===== config.mk =====
export PLATFORM = sky130hd
export DESIGN_NAME = mem_rr_arbiter
export DESIGN_NICKNAME = d
export VERILOG_FILES = /design/src/rtl/mem_arb_pkg.sv /design/src/rtl/mem_rr_arbiter_pick.sv /design/src/rtl/mem_rr_arbiter.sv
export SDC_FILE = /design/constraint.sdc
export NUM_CORES = 1
export LEC_CHECK = 0
export BUFFER_PORTS_ARGS = -buffer_cell sky130_fd_sc_hd__buf_2
export CAP_MARGIN = 30
export CORE_MARGIN = 2
export CORE_UTILIZATION = 45
export DETAILED_ROUTE_END_ITERATION = 12
export PLACE_DENSITY = 0.82
export SKIP_CTS_REPAIR_TIMING = 1
export SYNTH_ARGS = -nofsm -noshare
export SYNTH_HDL_FRONTEND = slang
export SYNTH_SLANG_ARGS = --single-unit

===== constraint.sdc =====
create_clock -name clk -period 4.8 [get_ports clk]
set_input_delay 0.72 -clock clk [delete_from_list [all_inputs] [get_ports clk]]
set_output_delay 0.72 -clock clk [all_outputs]
set_load 0.01 [all_outputs]

===== src/rtl/mem_arb_pkg.sv =====
// Shared types and helpers for the round-robin memory-port arbiter.
// rr_pick is written for up to MAX_REQ requesters; callers zero-extend.
package mem_arb_pkg;

   typedef enum logic [1:0] {IDLE, ISSUE, WAIT, DONE} arb_state_e;

   localparam int unsigned DEF_ADDR_W = 8;
   localparam int unsigned DEF_DATA_W = 8;
   localparam int unsigned MAX_REQ    = 8;

   // First set bit at or above ptr; if none, fall back to the lowest set bit (wrap).
   function automatic logic [2:0] rr_pick(input logic [MAX_REQ-1:0] req,
                                          input logic [2:0]         ptr);
      logic [MAX_REQ-1:0] masked;
      logic [2:0]         w_all;
      logic [2:0]         w_msk;
      masked = '0;
      w_all  = '0;
      w_msk  = '0;
      for (int unsigned i = 0; i < MAX_REQ; i++) begin
         if (i >= 32'(ptr)) masked[i] = req[i];
      end
      for (int unsigned i = MAX_REQ; i > 0; i--) begin
         if (req[i-1])    w_all = 3'(i - 1);
         if (masked[i-1]) w_msk = 3'(i - 1);
      end
      return (masked != '0) ? w_msk : w_all;
   endfunction

endpackage


===== src/rtl/mem_rr_arbiter_pick.sv =====
// Combinational round-robin winner search; the pointer register lives in the parent.
module rr_pick_arbiter
   import mem_arb_pkg::*;
#(
   parameter int unsigned NUM_REQ = 4,
   parameter int unsigned PTR_W   = $clog2(NUM_REQ)
) (
   input  logic [NUM_REQ-1:0] req,
   input  logic [PTR_W-1:0]   ptr,
   output logic [PTR_W-1:0]   winner,
   output logic               any_req
);

   logic [MAX_REQ-1:0] req_ext;

   always_comb begin
      req_ext              = '0;
      req_ext[NUM_REQ-1:0] = req;
      winner               = PTR_W'(rr_pick(req_ext, 3'(ptr)));
      any_req              = |req;
   end

endmodule


===== src/rtl/mem_rr_arbiter.sv =====
// Round-robin sequencer sharing one synchronous memory port between NUM_REQ clients.
// Every output is a flop; the comb block computes their next values.
module mem_rr_arbiter
   import mem_arb_pkg::*;
#(
   parameter int unsigned NUM_REQ    = 4,
   parameter int unsigned ADDR_W     = DEF_ADDR_W,
   parameter int unsigned DATA_W     = DEF_DATA_W,
   parameter int unsigned RD_LATENCY = 1
) (
   input  logic                      clk,
   input  logic                      rst,
   input  logic [NUM_REQ-1:0]        req,
   input  logic [NUM_REQ-1:0]        req_read,
   input  logic [NUM_REQ*ADDR_W-1:0] req_addr,
   input  logic [NUM_REQ*DATA_W-1:0] req_wdata,
   output logic [NUM_REQ-1:0]        gnt,
   output logic [NUM_REQ-1:0]        rsp_valid,
   output logic [DATA_W-1:0]         rsp_rdata,
   output logic                      mem_enable,
   output logic                      mem_read,
   output logic [ADDR_W-1:0]         mem_addr,
   output logic [DATA_W-1:0]         mem_wdata,
   input  logic [DATA_W-1:0]         mem_rdata
);

   localparam int unsigned PTR_W = $clog2(NUM_REQ);
   localparam int unsigned CNT_W = $clog2(RD_LATENCY + 1);

   if (RD_LATENCY < 1) begin : g_lat_check
      $error("mem_rr_arbiter: RD_LATENCY must be at least 1");
   end
   if (NUM_REQ < 2 || NUM_REQ > MAX_REQ) begin : g_req_check
      $error("mem_rr_arbiter: NUM_REQ must be in 2..8");
   end

   arb_state_e         state, state_d;
   logic [PTR_W-1:0]   ptr, ptr_d;
   logic [PTR_W-1:0]   win, win_d;
   logic [PTR_W-1:0]   pick;
   logic               any_req;
   logic [CNT_W-1:0]   cnt, cnt_d;
   logic [NUM_REQ-1:0] gnt_d, rsp_valid_d;
   logic [DATA_W-1:0]  rsp_rdata_d, mem_wdata_d;
   logic [ADDR_W-1:0]  mem_addr_d;
   logic               mem_enable_d, mem_read_d;

   rr_pick_arbiter #(
      .NUM_REQ (NUM_REQ),
      .PTR_W   (PTR_W)
   ) u_pick (
      .req     (req),
      .ptr     (ptr),
      .winner  (pick),
      .any_req (any_req)
   );

   // The mem_* output flops double as the command latches, so ISSUE just replays them.
   always_comb begin
      state_d      = state;
      ptr_d        = ptr;
      win_d        = win;
      cnt_d        = cnt;
      gnt_d        = '0;
      rsp_valid_d  = '0;
      rsp_rdata_d  = rsp_rdata;
      mem_enable_d = 1'b0;
      mem_read_d   = mem_read;
      mem_addr_d   = mem_addr;
      mem_wdata_d  = mem_wdata;
      case (state)
         IDLE: begin
            if (any_req) begin
               win_d        = pick;
               mem_read_d   = req_read[pick];
               mem_addr_d   = req_addr[pick*ADDR_W +: ADDR_W];
               mem_wdata_d  = req_wdata[pick*DATA_W +: DATA_W];
               gnt_d[pick]  = 1'b1;
               mem_enable_d = 1'b1;
               state_d      = ISSUE;
            end
         end
         ISSUE: begin
            ptr_d = (win == PTR_W'(NUM_REQ - 1)) ? '0 : win + 1'b1;
            if (mem_read) begin
               cnt_d   = CNT_W'(RD_LATENCY);
               state_d = WAIT;
            end else begin
               rsp_rdata_d      = '0;
               rsp_valid_d[win] = 1'b1;
               state_d          = DONE;
            end
         end
         WAIT: begin
            cnt_d = cnt - 1'b1;
            if (cnt == CNT_W'(1)) begin
               rsp_rdata_d      = mem_rdata;
               rsp_valid_d[win] = 1'b1;
               state_d          = DONE;
            end
         end
         DONE:    state_d = IDLE;
         default: state_d = IDLE;
      endcase
   end

   always_ff @(posedge clk or posedge rst) begin
      if (rst) begin
         state      <= IDLE;
         ptr        <= '0;
         win        <= '0;
         cnt        <= '0;
         gnt        <= '0;
         rsp_valid  <= '0;
         rsp_rdata  <= '0;
         mem_enable <= 1'b0;
         mem_read   <= 1'b0;
         mem_addr   <= '0;
         mem_wdata  <= '0;
      end else begin
         state      <= state_d;
         ptr        <= ptr_d;
         win        <= win_d;
         cnt        <= cnt_d;
         gnt        <= gnt_d;
         rsp_valid  <= rsp_valid_d;
         rsp_rdata  <= rsp_rdata_d;
         mem_enable <= mem_enable_d;
         mem_read   <= mem_read_d;
         mem_addr   <= mem_addr_d;
         mem_wdata  <= mem_wdata_d;
      end
   end

endmodule

### Yosys cells after proc, flatten, opt, wreduce, memory -nomap -nowiden

Index checks and enable logic that the tools add are counted.

* shifts and indexed selects: 2
* eq/ne operators: 8
* order comparisons: 7
* $add $sub $neg: 2
* mux-type cells: 34
* reduce and logical (&&, ||, !) cells: 10

Operators with widths (count)
* variable part select 32 x 6 -> 8 bit: 2
* two-way mux 2 bit: 11
* two-way mux 4 bit: 4
* two-way mux 8 bit: 2
* one-hot mux 8 bit (2 select lines): 1
* two-way mux 1 bit: 10
* != test 2 bit (second input constant): 4
* one-hot mux 2 bit (4 select lines): 1
* one-hot mux 4 bit (2 select lines): 1
* nonzero test 8 bit: 1
* == test 2 bit (second input constant): 3
* < comparator 2 x 3 -> 1 bit (second input constant): 2
* AND reduction 2 bit: 3
* demux 1 bit (select 2 bit): 2
* greater-or-equal comparator 1 x 2 -> 1 bit (first input constant): 2
* greater-or-equal comparator 2 x 1 -> 1 bit (second input constant): 2
* OR reduction 4 bit: 1
* AND reduction 3 bit: 1
* adder 2 x 1 -> 2 bit (second input constant): 1
* binary-select mux 1 bit (select 2 bit): 1
* == test 2 x 1 -> 1 bit (second input constant): 1
* greater-or-equal comparator 2 bit (first input constant): 1
* logical AND 1 bit: 2
* logical NOT 2 bit: 1
* other kinds (3): 3

* word-level logic and storage cells: 74
* bits in registers: 41
* input bits: 82

### Depth between registers and ports, before layout

Gate-level depths: netlist of the first run.

* word-level depth: 12
* gate-level depth with buffers: 8
* depth with buffers taken out: 7

### Modules after synthesis

A second synthesis of the first run with hierarchy kept.

* cells, all modules: 221
* area, all modules: 2359.8 sq um

By module, submodules not included
* mem_rr_arbiter: sequential area each 1026.0 sq um, area each 2289.7 sq um, times used 1, cells each 210
* rr_pick_arbiter: sequential area each 0.0 sq um, area each 70.1 sq um, times used 1, cells each 11

### Least setup slack after synthesis of the first run

OpenSTA, ideal clock, no wires.

* path kind: input-to-reg
* from: input req[1]
* to: register mem_addr[4]
* library setup time: 132 ps
* stages on the path: 6
* setup slack: 2823 ps
* arrival time: 1845 ps
* data required time: 4668 ps
* cells stage by stage: or3b_2 > buf_4 > nand2_8 > buf_12 > mux2i_1 > o211ai_2

* longest elaborated chain between the ends: 5
* elaborated cells between the ends (all ways): 10
* classes of those cells: shift: 1; mux: 6; reduce/logical: 3

Ends and longest elaborated chain
* start, declared: RTL line mem_rr_arbiter.sv:13 `input logic [NUM_REQ-1:0] req,`
* two-way mux 1 bit: RTL line mem_arb_pkg.sv:21 `if (i >= 32'(ptr)) masked[i] = req[i];`
* two-way mux 2 bit (2 in a row): RTL line mem_arb_pkg.sv:25 `if (masked[i-1]) w_msk = 3'(i - 1);`
* two-way mux 2 bit: RTL line mem_arb_pkg.sv:27 `return (masked != '0) ? w_msk : w_all;`
* variable part select 32 x 6 -> 8 bit: RTL line mem_rr_arbiter.sv:76 `mem_addr_d = req_addr[pick*ADDR_W +: ADDR_W];`
* end signal, assigned: RTL line mem_rr_arbiter.sv:130 `mem_addr <= mem_addr_d;`
* end, declared: RTL line mem_rr_arbiter.sv:22 `output logic [ADDR_W-1:0] mem_addr,`

Parallel ways exist; a longest one is shown, timed or not.
A chain may end at the register's enable or synchronous reset.

### Final worst setup path of the first run

* from: input req[0]
* to: register mem_read

* longest elaborated chain between the ends: 5
* elaborated cells between the ends (all ways): 9
* classes of those cells: mux: 6; reduce/logical: 3

Ends and longest elaborated chain
* two-way mux 1 bit: RTL line mem_arb_pkg.sv:21
* nonzero test 8 bit or two-way mux 2 bit (tied branches): RTL line mem_arb_pkg.sv:27, mem_arb_pkg.sv:25
* two-way mux 2 bit: RTL line mem_arb_pkg.sv:27
* binary-select mux 1 bit (select 2 bit): RTL line mem_rr_arbiter.sv:75 `mem_read_d = req_read[pick];`
* two-way mux 1 bit (implied by the code): RTL line mem_rr_arbiter.sv:75
* end signal, assigned: RTL line mem_rr_arbiter.sv:129 `mem_read <= mem_read_d;`
* end, declared: RTL line mem_rr_arbiter.sv:21 `output logic mem_read,`

Parallel ways exist; a longest one is shown, timed or not. The select of a mux whose other input is x is not followed.

==> impl_metrics.csv, run 1 <==
group,metric,value,unit
pwr,p_leak,1.621,nW
timing,fmax,0.3826,GHz
logic_synthesis,async_flop_share,100.0,%
grt,grt_pass1_vias,2317,
logic_synthesis,synth_cell_type_count,38,
floorplanning,start_util,47.24,%
critical_path,reg2reg_from,"ptr[1]",
cells_and_area,multi_input_area,0.001249,mm²
floorplanning,die_x,77.69,µm
logic_synthesis,syn_inst,252,
logic_synthesis,netlist.area_leader.share,41.99,%
pwr,power,0.001733,W
grt,antenna_found_initial,0,
logic_synthesis,syn_avg_cell_area,9.697,µm²
min_path,min_path_type,"register to register",
cells_and_area,fin_nets,447,
grt,track_usage,21.88,%
critical_path,cp.arrival,2820,ps
job,max-cap-violations,0,
critical_path,path_cells,"buf_2, a21oi_1, o21a_1, o22a_1, nand2_1, o211ai_1",
route,firstDrtPassIters,4,
placement,placed_area,0.003002,mm²
cells_and_area,drive_gt1_share,38.72,%
critical_path,path_max_fanout,21,
route,first_iter_violations,89,
grt,grt_pass1_wl,10550,µm
grt,grt_overflow_total,0,
timing,period_needed,2614,ps
pwr,ir_drop,0.2659,mV
clock_network,insertion_delay,300,ps
run_status,status,"finished, final reports clean",
critical_path,worstSetupPathType,"primary input to register",
timing,finalSetupViolCount,0,
timing,hold_violations,0,
placement,portBuffers,115,
floorplanning,dieHeight,77.69,µm
cells_and_area,seq_area,0.001026,mm²
placement,hpwl,4607,µm
critical_path,end_kind,"register",
critical_path,cpMaxStageDelayCell,"nand2_1",
critical_path,rrSetupSlack,2250,ps
cells_and_area,fin_area,0.003103,mm²
clock_network,cts_buffer_depth,2,
floorplanning,ios,116,
cells_and_area,area_growth,26.98,%
cells_and_area,finalNonFillerCells,429,
critical_path,r2r.worst_path.cells,5,
timing,slew_headroom,30.64,%
pwr,p_per_area,558.4,mW/mm²
placement,pre_cts_ws,1855,ps
logic_synthesis,ys_ff_latch,41,
clock_network,path_clk_slew,80,ps
clock_network,numCtsBuffers,5,
critical_path,reg2reg_to,"mem_read",
cells_and_area,nFillCells,462,
route,num_vias,2319,
cells_and_area,diodes,0,
floorplanning,dieArea,0.006036,mm²
timing,fin_ws,2186,ps
logic_synthesis,synth_area_leader_cell,"dfrtp_1",
clock_network,cts_tree,"built",
logic_synthesis,syn_area,0.002444,mm²
critical_path,start_kind,"primary input",
clock_network,cts_root_buffer,"clkbuf_8",
logic_synthesis,synth_edf_count,0,
floorplanning,row_count,26,
logic_synthesis,synth_flop_cell,"dfrtp_1",
route,routedWlPerCell,14.96,µm
critical_path,startpoint,"req[0]",
route,viasPerCell,5.406,
timing,fin_crit_sh,54.45,%
timing,fin_setup_tns,0,ps
route,drc,0,
min_path,whs_path_depth,2,
critical_path,max_stage_delay,700,ps
timing,fin_worst_skew,8.269,ps
route,detail_route.wirelength,6418,µm
placement,place_inst,421,
grt,grt_max_degree,42,
logic_synthesis,syn_nets,341,
timing,report.final.slew_viol_count,0,
clock_network,cts_max_level,2,
floorplanning,core_area,0.005172,mm²
logic_synthesis,yosysWarnings,0,
clock_network,cts.sinks,41,
logic_synthesis,ys_seq_area_share,41.99,%
critical_path,crit_required,5010,ps
route,route.antenna.remaining_nets,0,
timing,tightest_slew,1036,ps
placement,place.gp.congestion,0.7651,
timing,rsz0062_at_grt,"no",
critical_path,crit_path_end,"mem_read",
logic_synthesis,netlist_top_cells_area,"dfrtp_1 (42%), mux2i_1 (7.4%), a211o_1 (6.1%)",
## flip-flops by register name, indices dropped and copies added (netlist names)
signal,count
rsp_rdata,8
mem_enable,1
mem_wdata,8
cnt,1
mem_addr,8
win,2
state,2
ptr,2
mem_read,1
rsp_valid,4
gnt,4
## worst max-delay path, delay by kind of cell
family	cells	cell delay, ps
buf+inv	1	120
compound gates	4	1270
simple gates	1	700
## how the worst min path moves through the flow
stage / endpoint / slack, ps / from
6_report: mem_wdata[5] / 490 / mem_wdata[5]
5_1_grt: mem_addr[2] / 520 / mem_addr[2]
4_1_cts: mem_addr[2] / 500 / mem_addr[2]
3_5_place_dp: mem_wdata[4] / 480 / mem_wdata[4]
3_3_place_gp: mem_addr[2] / 470 / mem_addr[2]
2_1_floorplan: state[0] / 510 / state[0]
## routing by layer
metal	global-route usage [%]	up-vias	share of wire, %
li1	-	1121	-
met1	26.08	1062	40
met2	37.76	118	50
met3	5.465	18	7.9
met4	8.393	0	2.2
met5	0	-	0
## cell usage in the layout (no fill, tap or decap), types with 7 or more instances in the layout
master    netlist  routed
o211ai_2        8       8
o21ai_0        27      27
a22o_1          8       8
o211ai_1        9       9
mux2i_1        18      18
ha_1            7       7
clkbuf_8        0       7
dfrtp_1        41      41
nand2_1        31      31
a211o_1        17      17
buf_2           2     115
inv_1          15      14
nand3_1        18      18
## synthesized netlist by cell type (7+ instances only)
library cell,count
dfrtp_1,41
o211ai_1,9
clkbuf_1,8
ha_1,7
o21ai_0,27
nand2_1,31
nand3_1,18
mux2i_1,18
a22o_1,8
inv_1,15
a211o_1,17
o211ai_2,8
## cell type report
class	instances	area share, %
inverter	15	1.815
tap	70	2.823
multi-input combinational	179	40.24
clock buffer	7	3.105
sequential	41	33.06
clock inverter	1	0.1613
timing repair buffer	116	18.79
## logic make-up after synthesis
group,count (synthesis),share of synthesized area [%]
and+or+nand+nor,69,14.13
adders and majority gates,7,3.584
DFF,41,41.99
buffers and inverters,32,6.912
AOI/OAI and AO/OA,84,25.55
muxes,19,7.834
## per-stage QoR
stage,hold slack [ps],utilization (%)
after detailed placement,476.2,58.03
final,493.2,59.99
after global placement,468.3,58.03
after global routing,518.0,59.99
after CTS,496.5,59.99
after floorplan,510.0,-
## power breakdown
part | total (W) | internal, W | switching [W]
logic | 0.000894 | 0.000370 | 0.000524
registers | 0.000588 | 0.000487 | 0.000101
clock network | 0.000251 | 0.000130 | 0.000121
Power figures use the tool's default switching activity.
==> run 2: changes to the inputs <==
--- a/config.mk
+++ b/config.mk
@@ -5,12 +5,13 @@
 export SDC_FILE = /design/constraint.sdc
 export NUM_CORES = 1
 export LEC_CHECK = 0
+export ABC_AREA = 1
 export BUFFER_PORTS_ARGS = -buffer_cell sky130_fd_sc_hd__buf_2
 export CAP_MARGIN = 30
 export CORE_MARGIN = 2
 export CORE_UTILIZATION = 45
 export DETAILED_ROUTE_END_ITERATION = 12
-export PLACE_DENSITY = 0.82
+export PLACE_DENSITY = 0.81
 export SKIP_CTS_REPAIR_TIMING = 1
 export SYNTH_ARGS = -nofsm -noshare
 export SYNTH_HDL_FRONTEND = slang
==> constraint.sdc (replaced) <==
create_clock -name clk -period 2.6 [get_ports clk]
set_input_delay 0.39 -clock clk [delete_from_list [all_inputs] [get_ports clk]]
set_output_delay 0.39 -clock clk [all_outputs]
set_load 0.01 [all_outputs]
==> run 2 against run 1 <==
Against the previous run:
- wire length shrank 4.7%
- sequential cell count is the same
- first-iteration DRC count grew 30%
- clock skew grew 1.2 ps
- sequential share of layout area shrank 1.0 points
==> impl_metrics.csv, run 2 <==
group,metric,value,unit
floorplanning,dieHeight,79.08,µm
logic_synthesis,yosysWarnings,0,
cells_and_area,final_cell_mix,"buf_2 (115), nand2_1 (82), nand3_1 (69)",
grt,grt_overflow_total,0,
placement,place_inst,505,
critical_path,cpMaxStageDelayCell,"inv_1",
cells_and_area,reg_top3,"mem_addr (8), mem_wdata (8), rsp_rdata (8)",
clock_network,cts.sinks,41,
job,max-cap-violations,0,
timing,slew_headroom,56.99,%
critical_path,cp.arrival,2140,ps
route,viasPerCell,4.825,
route,firstDrtPassIters,4,
timing,hold_violations,0,
grt,grt_pass1_wl,10330,µm
critical_path,crit_required,2800,ps
route,route.antenna.remaining_nets,0,
route,routedWlPerCell,11.92,µm
cells_and_area,diodes,0,
logic_synthesis,syn_area,0.002536,mm²
pwr,p_per_area,993.3,mW/mm²
placement,place.gp.congestion,0.8084,
grt,grt_pass1_vias,2339,
critical_path,max_stage_delay,560,ps
placement,portBuffers,115,
route,drc,0,
route,num_vias,2475,
timing,fin_worst_skew,9.459,ps
timing,rsz0062_at_grt,"no",
logic_synthesis,synth_edf_count,0,
floorplanning,dieArea,0.006253,mm²
timing,fmax,0.5166,GHz
logic_synthesis,syn_nets,420,
floorplanning,start_util,46.34,%
critical_path,reg2reg_from,"state[0]",
min_path,min_path_type,"primary input to async pin",
clock_network,cts_max_level,2,
floorplanning,ios,116,
critical_path,reg2reg_to,"gnt[3]",
logic_synthesis,syn_avg_cell_area,7.662,µm²
logic_synthesis,ys_ff_latch,41,
cells_and_area,finalNonFillerCells,513,
critical_path,rrSetupSlack,660,ps
timing,period_needed,1936,ps
critical_path,r2r.worst_path.cells,6,
cells_and_area,fin_nets,529,
route,first_iter_violations,116,
logic_synthesis,synth_cell_type_count,26,
logic_synthesis,ys_seq_area_share,40.45,%
clock_network,cts_tree,"built",
critical_path,end_kind,"register",
pwr,p_leak,1.813,nW
logic_synthesis,ys_top_cells_by_count,"nand2_1 (82), nand3_1 (69), inv_1 (43)",
cells_and_area,seq_area,0.001026,mm²
clock_network,cts_root_buffer,"clkbuf_8",
floorplanning,die_x,79.08,µm
grt,antenna_found_initial,0,
logic_synthesis,synth_area_leader_cell,"dfrtp_1",
cells_and_area,drive_gt1_share,33.79,%
grt,grt_max_degree,37,
cells_and_area,multi_input_area,0.001206,mm²
cells_and_area,final_core_util,58.50,%
pwr,power,0.003180,W
critical_path,worstSetupPathType,"register to register",
cells_and_area,area_growth,26.25,%
timing,tightest_slew,643.6,ps
logic_synthesis,syn_inst,331,
pwr,ir_drop,0.4492,mV
timing,fin_setup_tns,0,ps
grt,track_usage,21.00,%
logic_synthesis,netlist.area_leader.share,40.45,%
timing,fin_crit_sh,74.45,%
critical_path,path_max_fanout,20,
logic_synthesis,async_flop_share,100.0,%
placement,hpwl,4714,µm
timing,finalSetupViolCount,0,
logic_synthesis,netlist_top_cells_area,"dfrtp_1 (40%), nand3_1 (14%), nand2_1 (12%)",
clock_network,cts_buffer_depth,2,
clock_network,insertion_delay,290,ps
floorplanning,row_count,27,
route,detail_route.wirelength,6116,µm
critical_path,path_cells,"inv_1, ha_1, nand2_1, inv_1, nand2_1, nor2_1",
floorplanning,core_area,0.005473,mm²
run_status,status,"finished, final reports clean",
clock_network,path_clk_slew,80,ps
clock_network,numCtsBuffers,5,
cells_and_area,nFillCells,525,
logic_synthesis,yosys.cell_count.top_type,"nand2_1",
cells_and_area,mostFrequentLayoutCell,"buf_2",
logic_synthesis,synth_flop_cell,"dfrtp_1",
critical_path,start_kind,"register",
timing,report.final.slew_viol_count,0,
run 2: cell count changes after synthesis, moves of 9 or more:
cell | before | now
nand3_2 | 0 | 9
mux2i_1 | 18 | 0
o21ai_0 | 27 | 14
inv_1 | 15 | 43
a211o_1 | 17 | 0
o211ai_1 | 9 | 0
nand3_1 | 18 | 69
nand3b_1 | 0 | 17
nand2_1 | 31 | 82
run 2: cells by family (layout without fill, tap and decap cells):
logic type / count (synthesis) / in the layout / share of synthesized area (%)
simple gates: 196 / 196 / 38.88
compound gates: 23 / 23 / 5.230
fa+ha+maj: 7 / 7 / 3.453
buf+inv: 64 / 174 / 11.99
flops: 41 / 41 / 40.45
run 2: how the worst max path moves through the flow:
stage / start / to / slack (ps) / depth (start not counted)
finish: state[0] / gnt[3] / 660 / 6
global route: state[0] / mem_addr[4] / 480 / 6
CTS: state[0] / gnt[3] / 650 / 6
detailed placement: req[0] / win[0] / 650 / 7
global placement: req[0] / mem_addr[2] / 700 / 11
floorplan: state[1] / rsp_rdata[0] / 1090 / 7
run 2: area by class of cell:
type | count | area share, %
multi-input combinational | 226 | 37.67
inverter | 48 | 5.784
timing repair buffer | 118 | 18.68
clock inverter | 2 | 0.4299
sequential | 41 | 32.04
clock buffer | 6 | 2.579
tap | 72 | 2.814
run 2: routing by layer:
layer	part of all wire, %	vias to the layer above	track usage (%)
met1	46	1093	26.59
met5	0	-	0
met4	1.5	0	6.724
li1	-	1277	-
met3	6.6	8	4.886
met2	46	97	35.59
run 2: critical path, delay by kind of cell, from the launching register on:
kind,cells,cell delay (ps)
DFF,1,380
and+or+nand+nor,3,570
adders and majority gates,1,210
buffers and inverters,2,680
run 2: per-stage QoR:
stage | worst slack, ps | hold WS (ps) | area (µm²)
final | 664.3 | 62.89 | 3202
after CTS | 651.1 | 69.19 | 3202
after detailed placement | 650.2 | 391.5 | 3105
after global placement | 704.9 | 391.0 | 3105
after floorplan | 1088 | 531.9 | 2536
after global routing | 477.5 | 83.83 | 3202
run 2: report_power, final:
| group | total [W] | switching [W] | internal (W) |
|---|---|---|---|
| clock network | 0.000420 | 0.000205 | 0.000215 |
| registers | 0.00108 | 0.000170 | 0.000908 |
| logic | 0.00168 | 0.00109 | 0.000595 |
| total | 0.00318 | 0.00146 | 0.00172 |
==> run 3: changes to the inputs <==
--- a/config.mk
+++ b/config.mk
@@ -9,7 +9,7 @@
 export BUFFER_PORTS_ARGS = -buffer_cell sky130_fd_sc_hd__buf_2
 export CAP_MARGIN = 30
 export CORE_MARGIN = 2
-export CORE_UTILIZATION = 45
+export CORE_UTILIZATION = 43
 export DETAILED_ROUTE_END_ITERATION = 12
 export PLACE_DENSITY = 0.81
 export SKIP_CTS_REPAIR_TIMING = 1
==> constraint.sdc (replaced) <==
create_clock -name clk -period 1.67 [get_ports clk]
set_input_delay 0.2505 -clock clk [delete_from_list [all_inputs] [get_ports clk]]
set_output_delay 0.2505 -clock clk [all_outputs]
set_load 0.01 [all_outputs]
==> run 3 against run 2 <==
Against the previous run:
- sequential power up 56%
- non-clock buffer count rose by 8
- power is 64% higher
- first-iteration DRC count is 6.0% lower
- worst setup slack got worse by 540 ps
- hold slack better by 8.6 ps
- register-to-register slack worse by 540 ps
- clock power grew 80%
- count of clock-buffer cells in the layout is 1 lower
- global-route usage down 0.78 points
- clock skew shrank 1.5 ps
==> impl_metrics.csv, run 3 (synthesis gave the netlist of run 2 again) <==
group,metric,value,unit
placement,place_inst,513,
timing,fin_crit_sh,92.47,%
route,drc,0,
critical_path,startpoint,"state[1]",
critical_path,path_cells,"inv_1, ha_1, nand2_1, buf_4, inv_1, buf_4, nand3_1, nand3_1",
floorplanning,start_util,45.23,%
pwr,switchingPower,0.002299,W
min_path,min_path_type,"primary input to async pin",
floorplanning,ios,116,
grt,grt_pass1_vias,2400,
critical_path,reg2reg_to,"mem_addr[0]",
grt,grt_overflow_total,0,
clock_network,cts_buffer_depth,2,
critical_path,cpMaxStageDelayCell,"dfrtp_1",
pwr,p_seq_share,32.2,%
cells_and_area,fin_nets,537,
critical_path,cp.arrival,1720,ps
placement,placed_area,0.003191,mm²
critical_path,r2r.worst_path.cells,8,
timing,slew_headroom,65.95,%
floorplanning,core_area,0.005608,mm²
clock_network,cts_root_buffer,"clkbuf_8",
critical_path,cp.depth,8,
critical_path,worstSetupPathType,"register to register",
cells_and_area,diodes,0,
cells_and_area,drive_gt1_share,34.82,%
grt,grt_max_degree,42,
timing,finalSetupViolCount,0,
run_status,status,"finished, final reports clean",
floorplanning,dieHeight,80.80,µm
timing,fin_setup_tns,0,ps
clock_network,path_clk_slew,70,ps
critical_path,max_stage_delay,390,ps
critical_path,crit_family,"buffers and inverters",
cells_and_area,nFillCells,534,
placement,portBuffers,115,
route,viasPerCell,4.904,
placement,hpwl,5037,µm
route,route.antenna.remaining_nets,0,
floorplanning,die_x,80.80,µm
pwr,power,0.005227,W
timing,hold_violations,0,
critical_path,path_max_fanout,11,
placement,place.gp.congestion,0.7985,
cells_and_area,area_growth,29.90,%
cells_and_area,mostFrequentLayoutCell,"buf_2",
route,num_vias,2550,
cells_and_area,reg_top3,"mem_addr (8), mem_wdata (8), rsp_rdata (8)",
pwr,p_per_area,1587,mW/mm²
clock_network,numCtsBuffers,5,
pwr,ir_drop,0.6757,mV
timing,tightest_slew,510.7,ps
pwr,intPower,0.002928,W
clock_network,cts_tree,"built",
timing,fmax,0.6476,GHz
route,detail_route.wirelength,6326,µm
route,firstDrtPassIters,4,
timing,fin_worst_skew,7.961,ps
critical_path,end_kind,"register",
timing,report.final.slew_viol_count,0,
critical_path,rrSetupSlack,130,ps
critical_path,critPathBufInv,4,
timing,period_needed,1544,ps
pwr,p_comb_share,53.4,%
route,first_iter_violations,109,
grt,track_usage,20.22,%
critical_path,crit_required,1840,ps
clock_network,insertion_delay,290,ps
floorplanning,row_count,27,
route,routedWlPerCell,12.17,µm
critical_path,reg2reg_from,"state[1]",
pwr,p_leak,1.862,nW
pwr,switching_share,43.98,%
clock_network,cts_max_level,2,
floorplanning,dieArea,0.006529,mm²
clock_network,cts.sinks,41,
cells_and_area,finalNonFillerCells,520,
timing,rsz0062_at_grt,"no",
job,max-cap-violations,0,
grt,antenna_found_initial,0,
grt,grt_pass1_wl,10430,µm
critical_path,crit_path_end,"mem_addr[0]",
cells_and_area,fin_area,0.003294,mm²
cells_and_area,final_cell_mix,"buf_2 (115), nand2_1 (82), nand3_1 (69)",
critical_path,start_kind,"register",
pwr,clkPwrFrac,14.4,%
run 3: cell count changes in the layout (fill, tap and decap cells not counted), sizes merged:
cell / before / now
clkbuf: 6 / 5
clkinv: 4 / 3
bufinv: 0 / 1
buf: 118 / 126
run 3: final cells by class:
class	count	area, µm²	area share [%]
Timing Repair Buffer	126	683.2	20.74
Inverter	48	185.2	5.621
Clock inverter	2	35.03	1.063
Sequential cell	41	1026	31.14
Tap cell	72	90.09	2.735
Clock buffer	5	68.82	2.089
Multi-Input combinational cell	226	1206	36.61
run 3: per-layer routing:
metal	vias up	GRT usage, %	wire, µm
met5	-	0	0
met4	0	6.271	100
met3	12	4.889	509
met2	122	34.55	3034
met1	1125	25.32	2682
li1	1291	-	-
run 3: worst min-delay path by stage:
stage	from	end	slack, ps	cells after the start
after floorplan	mem_rdata[0]	rsp_rdata[0]	400	2
after global placement	rst	rsp_rdata[6]	390	3
after detailed placement	rst	rsp_rdata[1]	400	3
after CTS	rst	mem_wdata[4]	80	3
after global routing	rst	rsp_rdata[2]	110	3
final	rst	gnt[0]	70	3
run 3: worst register-to-register path, stage by stage (launching register included):
cell	delay, ps
dfrtp_1	390
inv_1	90
ha_1	210
nand2_1	190
buf_4	180
inv_1	50
buf_4	170
nand3_1	90
nand3_1	70
run 3: per-stage QoR:
step	hold slack, ps	utilization [%]	setup WS [ps]
after floorplan	397.4	-	158.4
after global placement	387.7	56.89	161.7
after detailed placement	401.3	56.89	120.9
after CTS	83.83	58.75	102.6
after global routing	113.0	58.75	5.489
final	71.48	58.75	125.7
run 3: power by group through the flow:
stage / combinational, W / sequential (W) / clock [W]
after floorplan: 0.00179 / 0.00181 / 0
after global routing: 0.00316 / 0.00174 / 0.000804
final: 0.00279 / 0.00168 / 0.000754
after detailed placement: 0.00282 / 0.00170 / 0
after global placement: 0.00274 / 0.00168 / 0
after CTS: 0.00283 / 0.00168 / 0.000770
